## config.mk

```make
export PLATFORM = sky130hd
export DESIGN_NAME = maze_agent
export DESIGN_NICKNAME = d
export VERILOG_FILES = /design/src/rtl/maze_pkg.sv /design/src/rtl/maze_shadow.sv /design/src/rtl/maze_agent.sv
export SDC_FILE = /design/constraint.sdc
export NUM_CORES = 1
export LEC_CHECK = 0
export ABC_AREA = 0
export BUFFER_PORTS_ARGS = -buffer_cell sky130_fd_sc_hd__buf_4
export CAP_MARGIN = 20
export CORE_AREA = 2 2 68 70
export CTS_CLUSTER_DIAMETER = 30
export DETAILED_ROUTE_END_ITERATION = 10
export DIE_AREA = 0 0 70 72
export PLACE_DENSITY_LB_ADDON = 0.05
export REMOVE_ABC_BUFFERS = 1
export SLEW_MARGIN = 0
export SYNTH_ARGS = -nofsm -noshare
export SYNTH_HDL_FRONTEND = slang
export SYNTH_SLANG_ARGS = --single-unit
```

## constraint.sdc

```tcl
create_clock -name clk -period 4.3 [get_ports clk]
set_clock_uncertainty 0.2 [all_clocks]
set_input_delay 0.43 -clock clk [delete_from_list [all_inputs] [get_ports clk]]
set_output_delay 0.43 -clock clk [all_outputs]
set_load 0.005 [all_outputs]
```

## src/rtl/maze_pkg.sv

```systemverilog
// maze_pkg: shared types and default geometry for the maze agent.
package maze_pkg;
    localparam int CW            = 4;
    localparam int K_DEF         = 5;
    localparam int GOAL_X_DEF    = 2;
    localparam int ERR_X_DEF     = 2;
    localparam int ERR_Y_DEF     = 2;
    localparam int MAX_STEPS_DEF = 16;
    typedef enum logic [1:0] {INIT, RUN, WIN, LOSE} state_t;
    typedef logic [CW-1:0] coord_t;
endpackage

```

## src/rtl/maze_shadow.sv

```systemverilog
// maze_shadow: cycle-exact copy of the maze's x/y position update rules.
module maze_shadow
    import maze_pkg::*;
#(
    parameter int K = K_DEF
) (
    input  logic   clk,
    input  logic   rst_n,
    input  logic   enable,
    input  logic   updown,
    input  logic   leftright,
    output coord_t sx,
    output coord_t sy,
    output logic   first
);
    localparam coord_t KM1 = coord_t'(K - 1);
    coord_t r_sx, r_sy, w_nx, w_ny;
    logic   r_first, w_frozen;
    assign w_frozen = (r_sx == KM1) && (r_sy < KM1);
    assign w_ny = (!updown && r_sy < KM1) ? r_sy + 4'd1 : (updown && r_sy > 4'd0) ? r_sy - 4'd1 : r_sy;
    assign w_nx = (!leftright && r_sx > 4'd0) ? r_sx - 4'd1 : (leftright && r_sx < KM1) ? r_sx + 4'd1 : r_sx;
    always_ff @(posedge clk or negedge rst_n) begin
        if (!rst_n) begin
            r_sx    <= '0;
            r_sy    <= '0;
            r_first <= 1'b1;
        end else if (enable) begin
            if (r_first) begin
                r_sx    <= '0;
                r_sy    <= 4'd2;
                r_first <= 1'b0;
            end else if (!w_frozen) begin
                r_sx <= w_nx;
                r_sy <= w_ny;
            end
        end
    end
    assign sx    = r_sx;
    assign sy    = r_sy;
    assign first = r_first;
endmodule

```

## src/rtl/maze_agent.sv

```systemverilog
// maze_agent: steers the maze toward the goal column, avoiding the error cell,
// and cross-checks the maze outputs against a local shadow of its position.
module maze_agent
    import maze_pkg::*;
#(
    parameter int K         = K_DEF,
    parameter int GOAL_X    = GOAL_X_DEF,
    parameter int ERR_X     = ERR_X_DEF,
    parameter int ERR_Y     = ERR_Y_DEF,
    parameter int MAX_STEPS = MAX_STEPS_DEF
) (
    input  logic       clk,
    input  logic       rst_n,
    input  logic       updown,
    input  logic       error_in,
    input  logic       objective_in,
    output logic       leftright,
    output logic       done,
    output logic       success,
    output logic       desync,
    output logic [4:0] step_cnt
);
    state_t     r_state, w_next;
    coord_t     w_sx, w_sy;
    logic       w_first, w_danger, w_policy, w_inc, w_mismatch;
    logic       r_done, r_success, r_desync;
    logic [4:0] r_step;

    maze_shadow #(.K(K)) u_shadow (
        .clk       (clk),
        .rst_n     (rst_n),
        .enable    (r_state == INIT || r_state == RUN),
        .updown    (updown),
        .leftright (leftright),
        .sx        (w_sx),
        .sy        (w_sy),
        .first     (w_first)
    );

    // Danger: y could land on the error row at the next edge.
    assign w_danger = (int'(w_sy) + 1 >= ERR_Y) && (int'(w_sy) <= ERR_Y + 1);
    assign w_policy = (int'(w_sx) < GOAL_X) ? !(int'(w_sx) == ERR_X - 1 && w_danger)
                    : (int'(w_sx) > GOAL_X) ? (int'(w_sx) == ERR_X + 1 && w_danger)
                    : 1'b1;
    assign leftright  = (r_state == WIN || r_state == LOSE) ? 1'b0 : w_policy;
    assign w_mismatch = (objective_in != (int'(w_sx) == GOAL_X))
                     || (error_in != (int'(w_sx) == ERR_X && int'(w_sy) == ERR_Y));

    always_comb begin
        w_next = r_state;
        w_inc  = 1'b0;
        case (r_state)
            INIT: w_next = RUN;
            RUN: begin
                if (error_in)                         w_next = LOSE;
                else if (objective_in)                w_next = WIN;
                else if (r_step == 5'(MAX_STEPS - 1)) w_next = LOSE;
                else                                  w_inc  = 1'b1;
            end
            default: w_next = r_state;
        endcase
    end

    always_ff @(posedge clk or negedge rst_n) begin
        if (!rst_n) begin
            r_state   <= INIT;
            r_step    <= '0;
            r_done    <= 1'b0;
            r_success <= 1'b0;
            r_desync  <= 1'b0;
        end else begin
            r_state   <= w_next;
            r_step    <= (w_inc && r_step != 5'd31) ? r_step + 5'd1 : r_step;
            r_done    <= r_done | (r_state == RUN && w_next != RUN);
            r_success <= r_success | (r_state == RUN && w_next == WIN);
            r_desync  <= r_desync | (r_state == RUN && w_mismatch);
        end
    end

    assign done     = r_done;
    assign success  = r_success;
    assign desync   = r_desync;
    assign step_cnt = r_step;
endmodule

```

Yosys cells after proc, flatten, opt, wreduce, memory -nomap -nowiden
Cells that the tools add are included.
{"block": "word_totals", "word_cells": 83, "out_inout_bits": 9, "inputBits": 5, "regBits": 19}
{"block": "classes", "n_eq_ne": 15, "magnitude_cmp": 8, "bitwise_logic": 3, "n_mux": 19, "add_sub_neg": 6, "reduce_logical": 24}
{"cell": "$mux 4", "n": 8}
{"cell": "$eq 4x3->1 const B", "n": 4}
{"cell": "$logic_and 1x1->1", "n": 13}
{"cell": "$add 4x1->4 const B", "n": 2}
{"cell": "$gt 4x1->1 const B", "n": 2}
{"cell": "$lt 4x3->1 const B", "n": 2}
{"cell": "$sub 4x1->4 const B", "n": 2}
{"cell": "$mux 1", "n": 7}
{"cell": "$eq 2x2->1 const B", "n": 3}
{"cell": "$mux 2", "n": 3}
{"cell": "$reduce_and 3->1", "n": 2}
{"cell": "$reduce_bool 3->1", "n": 2}
{"cell": "$add 4x1->5 const B", "n": 1}
{"cell": "$add 5x1->5 const B", "n": 1}
{"cell": "$eq 5x4->1 const B", "n": 1}
{"cell": "$ge 5x2->1 const B", "n": 1}
{"cell": "$ne 5x5->1 const B", "n": 1}
{"cell": "$eq 4x2->1 const B", "n": 1}
{"cell": "$gt 4x2->1 const B", "n": 1}
{"cell": "$le 4x2->1 const B", "n": 1}
{"cell": "$lt 4x2->1 const B", "n": 1}
{"cell": "$ne 2x1->1 const B", "n": 2}
{"cell": "$pmux 2 s2", "n": 1}
{"cell": "$logic_not 1->1", "n": 3}
{"cell": "5 further kinds", "n": 10}

Depth between registers and ports, before layout
Gate-level depths: netlist of run 1.
{"block": "depth", "ltp_word": 12, "depth_mapped": 11, "ltp_nobuf": 11}

Cells and area by module
From an unflattened synthesis of run 1, not the netlist that was laid out.
{"block": "unflattened", "cells_unflattened": 122, "area_unflattened_um2": 1277.5}
{"mod": "maze_shadow", "instances": 1, "seq_area_each_um2": 226.5, "area_each_um2": 684.4, "cells_per_inst": 68}
{"mod": "maze_agent", "instances": 1, "seq_area_each_um2": 250.2, "area_each_um2": 593.1, "cells_per_inst": 54}

Least setup slack after synthesis of run 1
Ideal clock, no wire load.
{"block": "synth_timing", "path_kind": "register -> register", "start": "reg u_shadow.r_sy[0] (netlist: u_shadow.sy[0])", "end": "reg u_shadow.r_sx[3] (netlist: u_shadow.sx[3])", "setup_time_ps": 104, "required_time_ps": 3996, "stages_incl_launch_ff": 12, "path_buffers": 0, "t_arrival_ps": 2671, "synth_period_minus_slack_ps": 2975, "setup_slack_ps": 1325, "cell_sequence": "dfrtp_1 inv_1 ha_1 nor3_1 nor4bb_1 or4b_1 ha_1 a21o_1 a21oi_1 nor4bb_1 mux2i_1 o311ai_1"}
{"block": "synth_via", "elab_chain_cells": 12, "word_cells_on_any_way": 21, "cone_classes": "1 x add/sub; 3 x order compare; 1 x eq/ne; 6 x mux; 10 x reduce/logical"}
{"item": "start: declaration", "line_no": "maze_shadow.sv:17", "text": "coord_t r_sx, r_sy, w_nx, w_ny;"}
{"item": "start signal: assignment", "line_no": "maze_shadow.sv:34", "text": "r_sy <= w_ny;"}
{"item": "$add 4x1->5", "line_no": "maze_agent.sv:41", "text": "assign w_danger = (int'(w_sy) + 1 >= ERR_Y) && (int'(w_sy) <= ERR_Y + 1);"}
{"item": "$ge 5x2->1", "line_no": "maze_agent.sv:41"}
{"item": "$logic_and 1x1->1", "line_no": "maze_agent.sv:41"}
{"item": "$logic_and 1x1->1, on equally long branches", "line_no": "maze_agent.sv:43, maze_agent.sv:42"}
{"item": "$mux 1 / $logic_not 1->1 (equally long branches)", "line_no": "maze_agent.sv:43, maze_agent.sv:42"}
{"item": "$mux 1", "line_no": "maze_agent.sv:42", "text": "assign w_policy = (int'(w_sx) < GOAL_X) ? !(int'(w_sx) == ERR_X - 1 && w_danger)"}
{"item": "$mux 1", "line_no": "maze_agent.sv:45", "text": "assign leftright = (r_state == WIN || r_state == LOSE) ? 1'b0 : w_policy;"}
{"item": "$logic_not 1->1", "line_no": "maze_shadow.sv:21", "text": "assign w_nx = (!leftright && r_sx > 4'd0) ? r_sx - 4'd1 : (leftright && r_sx < KM1) ? r_sx + 4'd1 : r_sx;"}
{"item": "$logic_and 1x1->1", "line_no": "maze_shadow.sv:21"}
{"item": "$mux 4", "line_no": "maze_shadow.sv:21"}
{"item": "$mux 4", "line_no": "maze_shadow.sv:32", "text": "end else if (!w_frozen) begin"}
{"item": "$mux 4", "line_no": "maze_shadow.sv:28", "text": "if (r_first) begin"}
{"item": "end signal: assignment", "line_no": "maze_shadow.sv:33", "text": "r_sx <= w_nx;"}
{"item": "end: declaration", "line_no": "maze_shadow.sv:17"}
Parallel ways exist; a longest one is shown, timed or not. The select of a mux whose other input is x is not followed.
A chain may end at the register's enable or synchronous reset.

Worst setup path in the final report of run 1
Same ends and word-level chain as after synthesis.

==> insert_results.sql, run 1 <==
INSERT INTO impl_metrics (metric_group, metric, value, unit) VALUES
('final_layout', 'area.sequential', '477', 'um2'),
('final_layout', 'final_util', '0.339', ''),
('logic_synthesis', 'syn_area_per_cell', '10.2', 'um2'),
('floorplanning', 'core', '4260', 'um2'),
('final_layout', 'finish.instance_area', '1440', 'um2'),
('sta', 'min_period_over_period', '0.759', ''),
('final_layout', 'fillerInstances', '463', ''),
('final_layout', 'antenna_diode_count', '0', ''),
('critical_path', 'cp.arrival', '3.21', 'ns'),
('floorplanning', 'initial_core_util', '0.291', ''),
('floorplanning', 'boundaryPins', '14', ''),
('final_layout', 'areaGrowthSynthToFinish', '16.3', '%'),
('logic_synthesis', 'syn_inst', '122', ''),
('power_and_ir_drop', 'peak_supply_drop', '0.000116', 'V'),
('critical_path', 'timing.critical_path.required', '4.25', 'ns'),
('detailed_routing', 'route.vias.total', '948', ''),
('critical_path', 'cp-endpoint', 'u_shadow.sx[3]', ''),
('critical_path', 'critPathMaxFanout', '6', ''),
('logic_synthesis', 'sequential_to_total_area_share_from_yosys_stat', '0.384', ''),
('global_route', 'grt_antenna_before_repair', '0', ''),
('critical_path', 'timing_worst_setup_path_type', 'flip-flop to flip-flop', ''),
('logic_synthesis', 'synth_ff_type', 'sky130_fd_sc_hd__dfrtp_1', ''),
('cts', 'clock_sink_count', '19', ''),
('floorplanning', 'die-width', '70', 'um'),
('placement', 'gp_congestion', '0.769', ''),
('global_route', 'groute.usage.overall', '0.114', ''),
('final_layout', 'final_layout_size_suffix_gt1_frac', '0.175', ''),
('detailed_routing', 'drt-vias-per-instance', '5.02', ''),
('logic_synthesis', 'synth_edf_count', '0', ''),
('cts', 'cts.root.buffer_cell', 'sky130_fd_sc_hd__clkbuf_8', ''),
('detailed_routing', 'detailedRoute.firstIterationViolations', '101', ''),
('logic_synthesis', 'synthDominantAreaCellType', 'sky130_fd_sc_hd__dfrtp_1', ''),
('sta', 'timing.max_slew.rel_slack', '0.680', ''),
('placement', 'io_buffer_count', '13', ''),
('run', 'maxCapViolCount', '0', ''),
('global_route', 'grt_max_degree', '20', ''),
('detailed_routing', 'wire_per_inst', '13.7', 'um'),
('global_route', 'grt_first_pass_wirelength', '4.58', 'mm'),
('logic_synthesis', 'ys_top_cells_by_area', 'sky130_fd_sc_hd__dfrtp_1 (36%), sky130_fd_sc_hd__ha_1 (11%), sky130_fd_sc_hd__fa_1 (3.2%)', ''),
('logic_synthesis', 'synth.top_cell.area_share', '0.363', ''),
('cts', 'postCtsSetupBuffers', '0', ''),
('sta', 'timing.final.setup_violations', '0', ''),
('final_layout', 'final_cells', '189', ''),
('global_route', 'first_global_vias', '946', ''),
('cts', 'clock_tree.buffer_depth', '2', ''),
('detailed_routing', 'finalWirelength', '2.59', 'mm'),
('placement', 'dpl-instance-area', '1390', 'um2'),
('logic_synthesis', 'yosysUniqueCellTypes', '43', ''),
('critical_path', 'worst_r2r_startpoint', 'u_shadow.sy[0]', ''),
('sta', 'rsz0062_at_grt', 'no', ''),
('critical_path', 'worst_r2r_path_depth', '11', ''),
('critical_path', 'crit_start', 'u_shadow.sy[0]', ''),
('detailed_routing', 'antenna_viol_nets_final', '0', ''),
('floorplanning', 'core.rowCount', '24', ''),
('sta', 'timing.final.max_slew_violations', '0', ''),
('cts', 'tritoncts_clock_tree', 'done', ''),
('critical_path', 'setup.worst_path.end_class', 'flip-flop', ''),
('status', 'outcome', 'finished clean', ''),
('sta', 'final_layout_setup_total_negative_slack', '0', 'ns'),
('critical_path', 'r2r_slack', '1.04', 'ns'),
('power_and_ir_drop', 'totalPowerFinal', '0.322', 'mW'),
('logic_synthesis', 'async_reset_ff_frac', '1.00', ''),
('cts', 'cts.htree.levels', '1', ''),
('sta', 'tightestPinTransition', '0.474', 'ns'),
('cts', 'clk_latency', '0.25', 'ns'),
('placement', 'post-dp-hpwl', '1.96', 'mm'),
('final_layout', 'num-nets-final', '156', ''),
('worst_hold_path', 'timing.hold.worst_path_depth', '3', ''),
('logic_synthesis', 'yosys_register_bits', '19', ''),
('sta', 'final.min_clock_period', '3.26', 'ns'),
('detailed_routing', 'drt_drc_violations_left', '0', '');
## repair_timing
item,4_1_cts,5_1_grt
endpoints found under the hold margin,18,0
endpoints found under the setup margin,0,0
hold buffers,1,0
## state kept, by name (all words and copies together) (netlist names)
signal,count
u_shadow.sx,4
success,1
step_cnt,5
u_shadow.sy,4
u_shadow.first,1
desync,1
r_state,2
done,1
## per-layer routing
metal | share of wire | wire length, um | track usage
met1 | 0.50 | 1300 | 0.162
met2 | 0.45 | 1150 | 0.177
met3 | 0.037 | 97 | 0.0181
met4 | 0.017 | 44 | 0.0449
met5 | 0 | 0 | 0
## worst max-delay path: stages (launching register included)
cell	delay, ns
sky130_fd_sc_hd__dfrtp_1	0.43
sky130_fd_sc_hd__inv_1	0.12
sky130_fd_sc_hd__ha_1	0.30
sky130_fd_sc_hd__nor3_1	0.27
sky130_fd_sc_hd__nor4bb_1	0.12
sky130_fd_sc_hd__or4b_1	0.60
sky130_fd_sc_hd__ha_1	0.30
sky130_fd_sc_hd__a21o_1	0.16
sky130_fd_sc_hd__a21oi_1	0.22
sky130_fd_sc_hd__nor4bb_1	0.23
sky130_fd_sc_hd__mux2i_1	0.11
sky130_fd_sc_hd__o311ai_1	0.10
## cells by family (layout without fill, tap and decap cells)
group,count (synthesis),in the layout,share of synthesized area
compound gates,19,19,0.104
simple gates,46,46,0.228
flops,19,19,0.384
mux,7,7,0.0595
xor+xnor,6,6,0.0423
buf+inv,12,27,0.0393
fa+ha+maj,13,13,0.143
## area by class of cell
class                   instances  area share
clock buffers                   4      0.0312
flip-flops and latches         19       0.330
multi-input cells              91       0.496
well taps                      52      0.0451
repair buffers                 14      0.0745
inverters                       9      0.0234
## cells in the final DEF, fill, tap and decap left out, drive strengths merged, types with 2 or more instances in the layout
cell / netlist / routed
or4b: 2 / 2
inv: 9 / 9
nor4: 2 / 2
a21oi: 5 / 5
or3: 2 / 2
and3: 4 / 4
o21ai: 3 / 3
clkbuf: 2 / 4
a21o: 2 / 2
nand2: 10 / 10
mux2i: 4 / 4
xor2: 4 / 4
ha: 11 / 11
nor4bb: 2 / 2
nor3: 4 / 4
or2: 2 / 2
dfrtp: 18 / 18
nor2: 10 / 10
xnor2: 2 / 2
fa: 2 / 2
mux2: 3 / 3
buf: 1 / 13
## synth_stat cells (2+ instances only)
master and number:
sky130_fd_sc_hd__dfrtp_1 18, sky130_fd_sc_hd__and3_1 4, sky130_fd_sc_hd__mux2i_1 4, sky130_fd_sc_hd__nand2_1 10, sky130_fd_sc_hd__nor3_4 2, sky130_fd_sc_hd__a21o_1 2
sky130_fd_sc_hd__or3_1 2, sky130_fd_sc_hd__o21ai_1 2, sky130_fd_sc_hd__nor2_1 9, sky130_fd_sc_hd__fa_1 2, sky130_fd_sc_hd__nor4bb_1 2, sky130_fd_sc_hd__clkbuf_1 2
sky130_fd_sc_hd__xor2_1 4, sky130_fd_sc_hd__inv_1 9, sky130_fd_sc_hd__a21oi_1 5, sky130_fd_sc_hd__nor4_1 2, sky130_fd_sc_hd__or2_2 2, sky130_fd_sc_hd__or4b_1 2
sky130_fd_sc_hd__xnor2_1 2, sky130_fd_sc_hd__nor3_1 2, sky130_fd_sc_hd__mux2_1 3, sky130_fd_sc_hd__ha_1 11
## where the power goes
part	switching [mW]	leakage, nW	internal (mW)
Sequential	0.00149	0.231	0.181
Combinational	0.00890	0.485	0.00732
Clock	0.0578	0.0228	0.0658
Total	0.0682	0.739	0.254
## metrics by stage
step	setup slack, ns	hold WS (ns)
global route	0.687	0.290
finish	1.04	0.242
floorplan	1.32	-0.0656
CTS	0.990	0.243
detailed placement	1.02	0.131
global placement	1.18	0.123
## worst min path at each step
stage | startpoint | end | slack (ns)
after floorplan | rst_n | desync | -0.07
after global placement | rst_n | success | 0.12
after detailed placement | rst_n | success | 0.13
after CTS | error_in | desync | 0.24
after global routing | error_in | r_state[0] | 0.29
final | error_in | desync | 0.24
(Power assumes the default switching activity.)
==> run 2, diff against run 1 <==
--- a/config.mk
+++ b/config.mk
@@ -5,13 +5,13 @@
 export SDC_FILE = /design/constraint.sdc
 export NUM_CORES = 1
 export LEC_CHECK = 0
-export ABC_AREA = 0
+export ABC_AREA = 1
 export BUFFER_PORTS_ARGS = -buffer_cell sky130_fd_sc_hd__buf_4
 export CAP_MARGIN = 20
-export CORE_AREA = 2 2 68 70
+export CORE_AREA = 2 2 66 68
 export CTS_CLUSTER_DIAMETER = 30
 export DETAILED_ROUTE_END_ITERATION = 10
-export DIE_AREA = 0 0 70 72
+export DIE_AREA = 0 0 68 70
 export PLACE_DENSITY_LB_ADDON = 0.05
 export REMOVE_ABC_BUFFERS = 1
 export SLEW_MARGIN = 0
==> constraint.sdc (replaced) <==
create_clock -name clk -period 3.2 [get_ports clk]
set_clock_uncertainty 0.2 [all_clocks]
set_input_delay 0.32 -clock clk [delete_from_list [all_inputs] [get_ports clk]]
set_output_delay 0.32 -clock clk [all_outputs]
set_load 0.005 [all_outputs]
==> insert_results.sql, run 2 <==
INSERT INTO impl_metrics (metric_group, metric, value, unit) VALUES
('status', 'outcome', 'finished clean', ''),
('global_route', 'grt_overflow', '0', ''),
('detailed_routing', 'wire_per_inst', '11.8', 'um'),
('global_route', 'global_route.usage.met2', '0.187', ''),
('final_layout', 'areaGrowthSynthToFinish', '18.5', '%'),
('cts', 'clock_tree.buffer_depth', '2', ''),
('detailed_routing', 'drt-vias-per-instance', '4.48', ''),
('final_layout', 'final_common_cell', 'sky130_fd_sc_hd__inv_1', ''),
('sta', 'timing.final.setup_violations', '0', ''),
('cts', 'tritoncts_clock_tree', 'done', ''),
('cts', 'post_cts_resized', '0', ''),
('detailed_routing', 'route.vias.total', '913', ''),
('critical_path', 'cp.arrival', '2.71', 'ns'),
('global_route', 'first_global_vias', '900', ''),
('cts', 'clk_pin_slew_worst_paths', '0.07', 'ns'),
('detailed_routing', 'drt_drc_violations_left', '0', ''),
('floorplanning', 'boundaryPins', '14', ''),
('logic_synthesis', 'synthDominantAreaCellType', 'sky130_fd_sc_hd__dfrtp_1', ''),
('sta', 'tightestPinTransition', '0.355', 'ns'),
('run', 'maxCapViolCount', '0', ''),
('detailed_routing', 'drt-pass1-iter-count', '5', ''),
('cts', 'clock_sink_count', '19', ''),
('floorplanning', 'initial_core_util', '0.285', ''),
('placement', 'io_buffer_count', '13', ''),
('floorplanning', 'die-width', '68', 'um'),
('cts', 'cts-buffers-inserted', '3', ''),
('global_route', 'grt_antenna_before_repair', '0', ''),
('sta', 'rsz0062_at_grt', 'no', ''),
('critical_path', 'critPathMaxFanout', '5', ''),
('sta', 'timing.final.max_slew_violations', '0', ''),
('power_and_ir_drop', 'power.static_leakage', '0.729', 'nW'),
('global_route', 'gr-max-usage-layer', 'met2', ''),
('global_route', 'groute.usage.overall', '0.119', ''),
('worst_hold_path', 'worstHoldPathType', 'input port to flip-flop', ''),
('global_route', 'grt.met1_usage', '0.165', ''),
('sta', 'timing.max_slew.rel_slack', '0.762', ''),
('floorplanning', 'core', '4140', 'um2'),
('floorplanning', 'floorplan.die_area', '4760', 'um2'),
('final_layout', 'layout.cells.most_common_list', 'sky130_fd_sc_hd__inv_1 (22), sky130_fd_sc_hd__nand2_1 (20), sky130_fd_sc_hd__dfrtp_1 (18), sky130_fd_sc_hd__buf_4 (13)', ''),
('logic_synthesis', 'yosysUniqueCellTypes', '26', ''),
('power_and_ir_drop', 'peak_supply_drop', '0.000132', 'V'),
('final_layout', 'final_util', '0.337', ''),
('sta', 'max_clock_freq', '362', 'MHz'),
('floorplanning', 'core.rowCount', '24', ''),
('logic_synthesis', 'async_reset_ff_frac', '1.00', ''),
('power_and_ir_drop', 'totalPowerFinal', '0.456', 'mW'),
('detailed_routing', 'antenna_viol_nets_final', '0', ''),
('floorplanning', 'die_height', '70', 'um'),
('final_layout', 'final_layout_size_suffix_gt1_frac', '0.184', ''),
('cts', 'cts.htree.levels', '1', ''),
('placement', 'gp_congestion', '0.811', ''),
('global_route', 'grt_first_pass_wirelength', '4.33', 'mm'),
('final_layout', 'num-nets-final', '171', ''),
('logic_synthesis', 'syn_area_per_cell', '8.81', 'um2'),
('logic_synthesis', 'synth.top_cell.area_share', '0.382', ''),
('logic_synthesis', 'post-synth-top-count-cell', 'sky130_fd_sc_hd__inv_1', ''),
('logic_synthesis', 'syn_inst', '134', ''),
('critical_path', 'setup.worst_path.end_class', 'flip-flop', ''),
('placement', 'post-dp-hpwl', '1.87', 'mm'),
('sta', 'min_period_over_period', '0.863', ''),
('detailed_routing', 'detailedRoute.firstIterationViolations', '29', ''),
('final_layout', 'antenna_diode_count', '0', ''),
('critical_path', 'cp-start-kind', 'flip-flop', ''),
('power_and_ir_drop', 'power_density', '326', 'nW/um2'),
('global_route', 'grt_max_degree', '20', ''),
('logic_synthesis', 'yosys_register_bits', '19', ''),
('detailed_routing', 'finalWirelength', '2.41', 'mm'),
('logic_synthesis', 'synth_edf_count', '0', ''),
('critical_path', 'timing.critical_path.required', '3.15', 'ns'),
('logic_synthesis', 'ys_top_cells_by_area', 'sky130_fd_sc_hd__dfrtp_1 (38%), sky130_fd_sc_hd__ha_1 (12%), sky130_fd_sc_hd__inv_1 (7.0%)', ''),
('logic_synthesis', 'synth_common_cells', 'sky130_fd_sc_hd__inv_1 (22), sky130_fd_sc_hd__nand2_1 (20), sky130_fd_sc_hd__dfrtp_1 (18)', ''),
('critical_path', 'timing_worst_setup_path_type', 'flip-flop to flip-flop', ''),
('cts', 'clk_latency', '0.25', 'ns'),
('logic_synthesis', 'synth_ff_type', 'sky130_fd_sc_hd__dfrtp_1', ''),
('cts', 'cts.root.buffer_cell', 'sky130_fd_sc_hd__clkbuf_8', ''),
('sta', 'timing_hold_violations_final', '0', ''),
('logic_synthesis', 'yosys_warnings', '0', ''),
('final_layout', 'largest_register_ff_count', '5', ''),
('placement', 'placement.setup.worst_slack', '0.427', 'ns'),
('global_route', 'grt_use_met3', '0.0274', ''),
('logic_synthesis', 'sequential_to_total_area_share_from_yosys_stat', '0.404', ''),
('sta', 'final.min_clock_period', '2.76', 'ns'),
('sta', 'final_layout_setup_total_negative_slack', '0', 'ns'),
('logic_synthesis', 'netlist_area', '1180', 'um2'),
('sta', 'setup_ws', '0.438', 'ns');
==> run 2: per-layer routing <==
layer  vias to the layer above  routed length, um
li1                        463                  -
met1                       433               1130
met2                        15               1170
met3                         2                 91
met4                         0                 12
met5                         -                  0
==> run 2: path summary, 6_finish.rpt <==
kind / depth (start not counted) / from / endpoint / slack (ns)
hold / removal: 3 / error_in / r_state[0] / 0.18
setup / recovery: 18 / u_shadow.sy[1] / u_shadow.sx[3] / 0.44
min in group asynchronous: 2 / rst_n / u_shadow.sy[2] / 0.28
max in group asynchronous: 2 / rst_n / u_shadow.first / 2.25
hold reg to reg: 2 / done / done / 0.27
setup reg to reg: 18 / u_shadow.sy[1] / u_shadow.sx[3] / 0.44
==> run 2: layout make-up <==
| type | instances | area, um2 |
|---|---|---|
| flip-flops and latches | 19 | 477 |
| well taps | 52 | 65.1 |
| inverters | 23 | 86.3 |
| fillers | 452 | 2750 |
| repair buffers | 14 | 108 |
| multi-input cells | 92 | 617 |
| clock buffers | 4 | 45.0 |
==> run 2: metrics by stage <==
| step | hold slack, ns | area [um2] | std cells |
|---|---|---|---|
| floorplan | -0.176 | 1180 | 134 |
| CTS | 0.188 | 1400 | 204 |
| detailed placement | 0.0200 | 1340 | 199 |
| global route | 0.207 | 1400 | 204 |
| global placement | 0.0204 | 1340 | 199 |
| finish | 0.182 | 1400 | 204 |
==> run 2: logic make-up after synthesis <==
| logic type | count (synthesis) | synth area share |
|---|---|---|
| XOR/XNOR | 8 | 0.0594 |
| buffers and inverters | 23 | 0.0732 |
| AO/OA/AOI/OAI | 16 | 0.0785 |
| multiplexers | 1 | 0.00954 |
| adder cells (fa/ha/maj) | 13 | 0.151 |
| flip-flops | 19 | 0.404 |
| AND/OR/NAND/NOR | 54 | 0.225 |
==> run 2: power by group <==
part	total (mW)	leakage, nW	switching, mW	internal (mW)
registers	0.246	0.238	0.00244	0.243
logic	0.0393	0.468	0.0220	0.0172
clock network	0.171	0.0228	0.0827	0.0885
==> run 2: critical path, stage by stage (launching register included) <==
cell                      delay, ns
sky130_fd_sc_hd__dfrtp_1       0.43
sky130_fd_sc_hd__inv_1         0.12
sky130_fd_sc_hd__ha_1          0.28
sky130_fd_sc_hd__inv_1         0.04
sky130_fd_sc_hd__nand2_1       0.08
sky130_fd_sc_hd__nand2_1       0.05
sky130_fd_sc_hd__nand2_1       0.05
sky130_fd_sc_hd__nand3_1       0.06
sky130_fd_sc_hd__nand2_1       0.11
sky130_fd_sc_hd__inv_1         0.06
sky130_fd_sc_hd__a31oi_1       0.30
sky130_fd_sc_hd__ha_1          0.34
sky130_fd_sc_hd__nand2_1       0.08
sky130_fd_sc_hd__nand2_1       0.05
sky130_fd_sc_hd__a31o_2        0.22
sky130_fd_sc_hd__inv_1         0.05
sky130_fd_sc_hd__nand2_1       0.04
sky130_fd_sc_hd__nand3_1       0.06
sky130_fd_sc_hd__nand2_1       0.04
==> run 2: repair_timing <==
action	4_1_cts	5_1_grt
endpoints found under the hold margin	19	0
buffers inserted	0	0
hold buffers	1	0
==> run 3, diff against run 2 <==
--- a/config.mk
+++ b/config.mk
@@ -5,13 +5,12 @@
 export SDC_FILE = /design/constraint.sdc
 export NUM_CORES = 1
 export LEC_CHECK = 0
-export ABC_AREA = 1
 export BUFFER_PORTS_ARGS = -buffer_cell sky130_fd_sc_hd__buf_4
 export CAP_MARGIN = 20
-export CORE_AREA = 2 2 66 68
+export CORE_AREA = 2 2 68 70
 export CTS_CLUSTER_DIAMETER = 30
 export DETAILED_ROUTE_END_ITERATION = 10
-export DIE_AREA = 0 0 68 70
+export DIE_AREA = 0 0 70 72
 export PLACE_DENSITY_LB_ADDON = 0.05
 export REMOVE_ABC_BUFFERS = 1
 export SLEW_MARGIN = 0
==> insert_results.sql, run 3 (synthesis results as in run 1) <==
INSERT INTO impl_metrics (metric_group, metric, value, unit) VALUES
('sta', 'final.min_clock_period', '3.01', 'ns'),
('floorplanning', 'die-width', '70', 'um'),
('final_layout', 'largest_register_ff_count', '5', ''),
('final_layout', 'areaGrowthSynthToFinish', '21.1', '%'),
('placement', 'io_buffer_count', '13', ''),
('cts', 'cts.htree.levels', '1', ''),
('cts', 'clock_tree.buffer_depth', '2', ''),
('floorplanning', 'initial_core_util', '0.291', ''),
('sta', 'final_layout_setup_total_negative_slack', '0', 'ns'),
('placement', 'gp_congestion', '0.784', ''),
('floorplanning', 'floorplan.die_area', '5040', 'um2'),
('critical_path', 'crit_start', 'u_shadow.sy[0]', ''),
('placement', 'placement.setup.worst_slack', '-0.0233', 'ns'),
('detailed_routing', 'drt_drc_violations_left', '0', ''),
('run', 'maxCapViolCount', '0', ''),
('placement', 'placed_cells', '186', ''),
('sta', 'max_clock_freq', '332', 'MHz'),
('sta', 'setup_ws', '0.189', 'ns'),
('final_layout', 'final_util', '0.352', ''),
('global_route', 'first_global_vias', '938', ''),
('cts', 'clock_sink_count', '19', ''),
('worst_hold_path', 'worstHoldPathType', 'input port to flip-flop', ''),
('critical_path', 'setup.worst_path.end_class', 'flip-flop', ''),
('power_and_ir_drop', 'swShare', '0.220', ''),
('global_route', 'grt_first_pass_wirelength', '4.54', 'mm'),
('detailed_routing', 'detailedRoute.firstIterationViolations', '53', ''),
('cts', 'clk_pin_slew_worst_paths', '0.07', 'ns'),
('final_layout', 'antenna_diode_count', '0', ''),
('cts', 'clk_latency', '0.25', 'ns'),
('placement', 'post-dp-hpwl', '2.00', 'mm'),
('detailed_routing', 'drt-vias-per-instance', '4.91', ''),
('detailed_routing', 'antenna_viol_nets_final', '0', ''),
('global_route', 'groute.usage.overall', '0.114', ''),
('detailed_routing', 'route.vias.total', '942', ''),
('power_and_ir_drop', 'netSwitchingPower', '0.0953', 'mW'),
('placement', 'dpl-instance-area', '1400', 'um2'),
('power_and_ir_drop', 'peak_supply_drop', '0.000168', 'V'),
('power_and_ir_drop', 'comb_power_share', '0.048', ''),
('power_and_ir_drop', 'power.share.sequential', '0.564', ''),
('detailed_routing', 'wire_per_inst', '13.9', 'um'),
('floorplanning', 'core.rowCount', '24', ''),
('critical_path', 'cp.arrival', '2.96', 'ns'),
('floorplanning', 'core', '4260', 'um2'),
('critical_path', 'critical_path.most_common_cell', 'sky130_fd_sc_hd__ha_1', ''),
('final_layout', 'layout.cells.most_common_list', 'sky130_fd_sc_hd__dfrtp_1 (17), sky130_fd_sc_hd__buf_4 (16), sky130_fd_sc_hd__ha_1 (11), sky130_fd_sc_hd__nand2_1 (10), sky130_fd_sc_hd__nor2_1 (9)', ''),
('final_layout', 'finish.instance_area', '1500', 'um2'),
('status', 'outcome', 'finished clean', ''),
('critical_path', 'timing.critical_path.required', '3.15', 'ns'),
('cts', 'cts.root.buffer_cell', 'sky130_fd_sc_hd__clkbuf_8', ''),
('cts', 'cts-buffers-inserted', '3', ''),
('detailed_routing', 'finalWirelength', '2.67', 'mm'),
('floorplanning', 'die_height', '72', 'um'),
('final_layout', 'num-nets-final', '159', ''),
('final_layout', 'final_common_cell', 'sky130_fd_sc_hd__dfrtp_1', ''),
('sta', 'min_period_over_period', '0.941', ''),
('power_and_ir_drop', 'power_density', '289', 'nW/um2'),
('critical_path', 'worst_stage_delay_on_the_critical_path', '0.58', 'ns'),
('critical_path', 'crit_path_cell_trace', 'inv_1 > ha_1 > nor3_4 > nor4bb_1 > or4b_4 > ha_1 > a21o_1 > a21oi_2 > nor4bb_4 > mux2i_1 > o311ai_1', ''),
('global_route', 'grt_overflow', '0', ''),
('critical_path', 'worstPathBufferInverterCount', '1', ''),
('critical_path', 'worst_r2r_startpoint', 'u_shadow.sy[0]', ''),
('sta', 'timing.max_slew.rel_slack', '0.678', ''),
('worst_hold_path', 'worst_hold_startpoint', 'error_in', ''),
('critical_path', 'critPathMaxFanout', '6', ''),
('power_and_ir_drop', 'clkPwrFrac', '0.388', ''),
('global_route', 'grt_max_degree', '20', ''),
('global_route', 'grt_antenna_before_repair', '0', ''),
('critical_path', 'critical-path-slowest-cell', 'sky130_fd_sc_hd__or4b_4', ''),
('critical_path', 'timing_worst_setup_path_type', 'flip-flop to flip-flop', ''),
('floorplanning', 'boundaryPins', '14', ''),
('sta', 'timing.final.max_slew_violations', '0', ''),
('sta', 'timing.final.setup_violations', '0', ''),
('detailed_routing', 'drt-pass1-iter-count', '4', ''),
('final_layout', 'final_layout_size_suffix_gt1_frac', '0.243', ''),
('critical_path', 'cp-start-kind', 'flip-flop', ''),
('sta', 'timing_hold_violations_final', '0', ''),
('final_layout', 'final_cells', '192', ''),
('cts', 'tritoncts_clock_tree', 'done', ''),
('sta', 'tightestPinTransition', '0.476', 'ns'),
('power_and_ir_drop', 'power.static_leakage', '0.752', 'nW'),
('critical_path', 'crit_family', 'simple AND/OR/NAND/NOR gates', ''),
('power_and_ir_drop', 'power.internal', '0.339', 'mW');
## run 3: cell types whose count changed in the layout (fill, tap and decap cells not counted), sizes merged, moves of 3 or more
cell   delta
inv      -14
nand2    -11
nand3    -11
o21ai     -5
and3      +4
mux2i     +4
nor2      -4
a21oi     +3
buf       +3
## run 3: worst paths after layout
kind / to / slack, ns / cells after the start
max: u_shadow.sx[3] / 0.19 / 11
min: desync / 0.14 / 3
max reg2reg: u_shadow.sx[3] / 0.19 / 11
min reg2reg: desync / 0.27 / 1
max in group asynchronous: u_shadow.first / 2.27 / 2
min in group asynchronous: success / 0.27 / 2
## run 3: what timing repair did
action,CTS,global route
gates resized for setup,1,7
hold buffers,1,0
endpoints found under the setup margin,1,1
endpoints found under the hold margin,19,0
pin swaps,0,0
buffers inserted,0,1
## run 3: area by class of cell
class,instances,area [um2]
Timing Repair Buffer,17,130
Tap cell,52,65.1
Clock buffer,3,41.3
Inverter,9,33.8
Sequential cell,19,478
Fill cell,457,2760
Multi-Input combinational cell,91,749
Clock inverter,1,5.00
## run 3: metrics by stage
step	power [mW]	hold slack [ns]
floorplan	0.256	-0.176
global placement	0.270	0.0144
CTS	0.443	0.147
finish	0.434	0.144
global route	0.455	0.159
detailed placement	0.270	0.0121
## run 3: layer usage
metal  share of wire  vias up  GRT usage
met3           0.040        4     0.0236
met2            0.46       18      0.187
met1            0.49      453      0.151
li1                -      467          -
met5               0        -          0
met4           0.011        0     0.0385
## run 3: power by group through the flow
stage / registers [mW] / logic (mW) / clock network, mW
final: 0.245 / 0.0210 / 0.168
after global routing: 0.245 / 0.0240 / 0.186
after CTS: 0.245 / 0.0220 / 0.176
after detailed placement: 0.249 / 0.0210 / 0
after global placement: 0.249 / 0.0210 / 0
after floorplan: 0.249 / 0.00651 / 0
## run 3: tightest hold or removal path: cells and delay by family
family,cells,cell delay [ns]
compound gates,1,0.08
simple gates,1,0.07
buf+inv,1,0.10
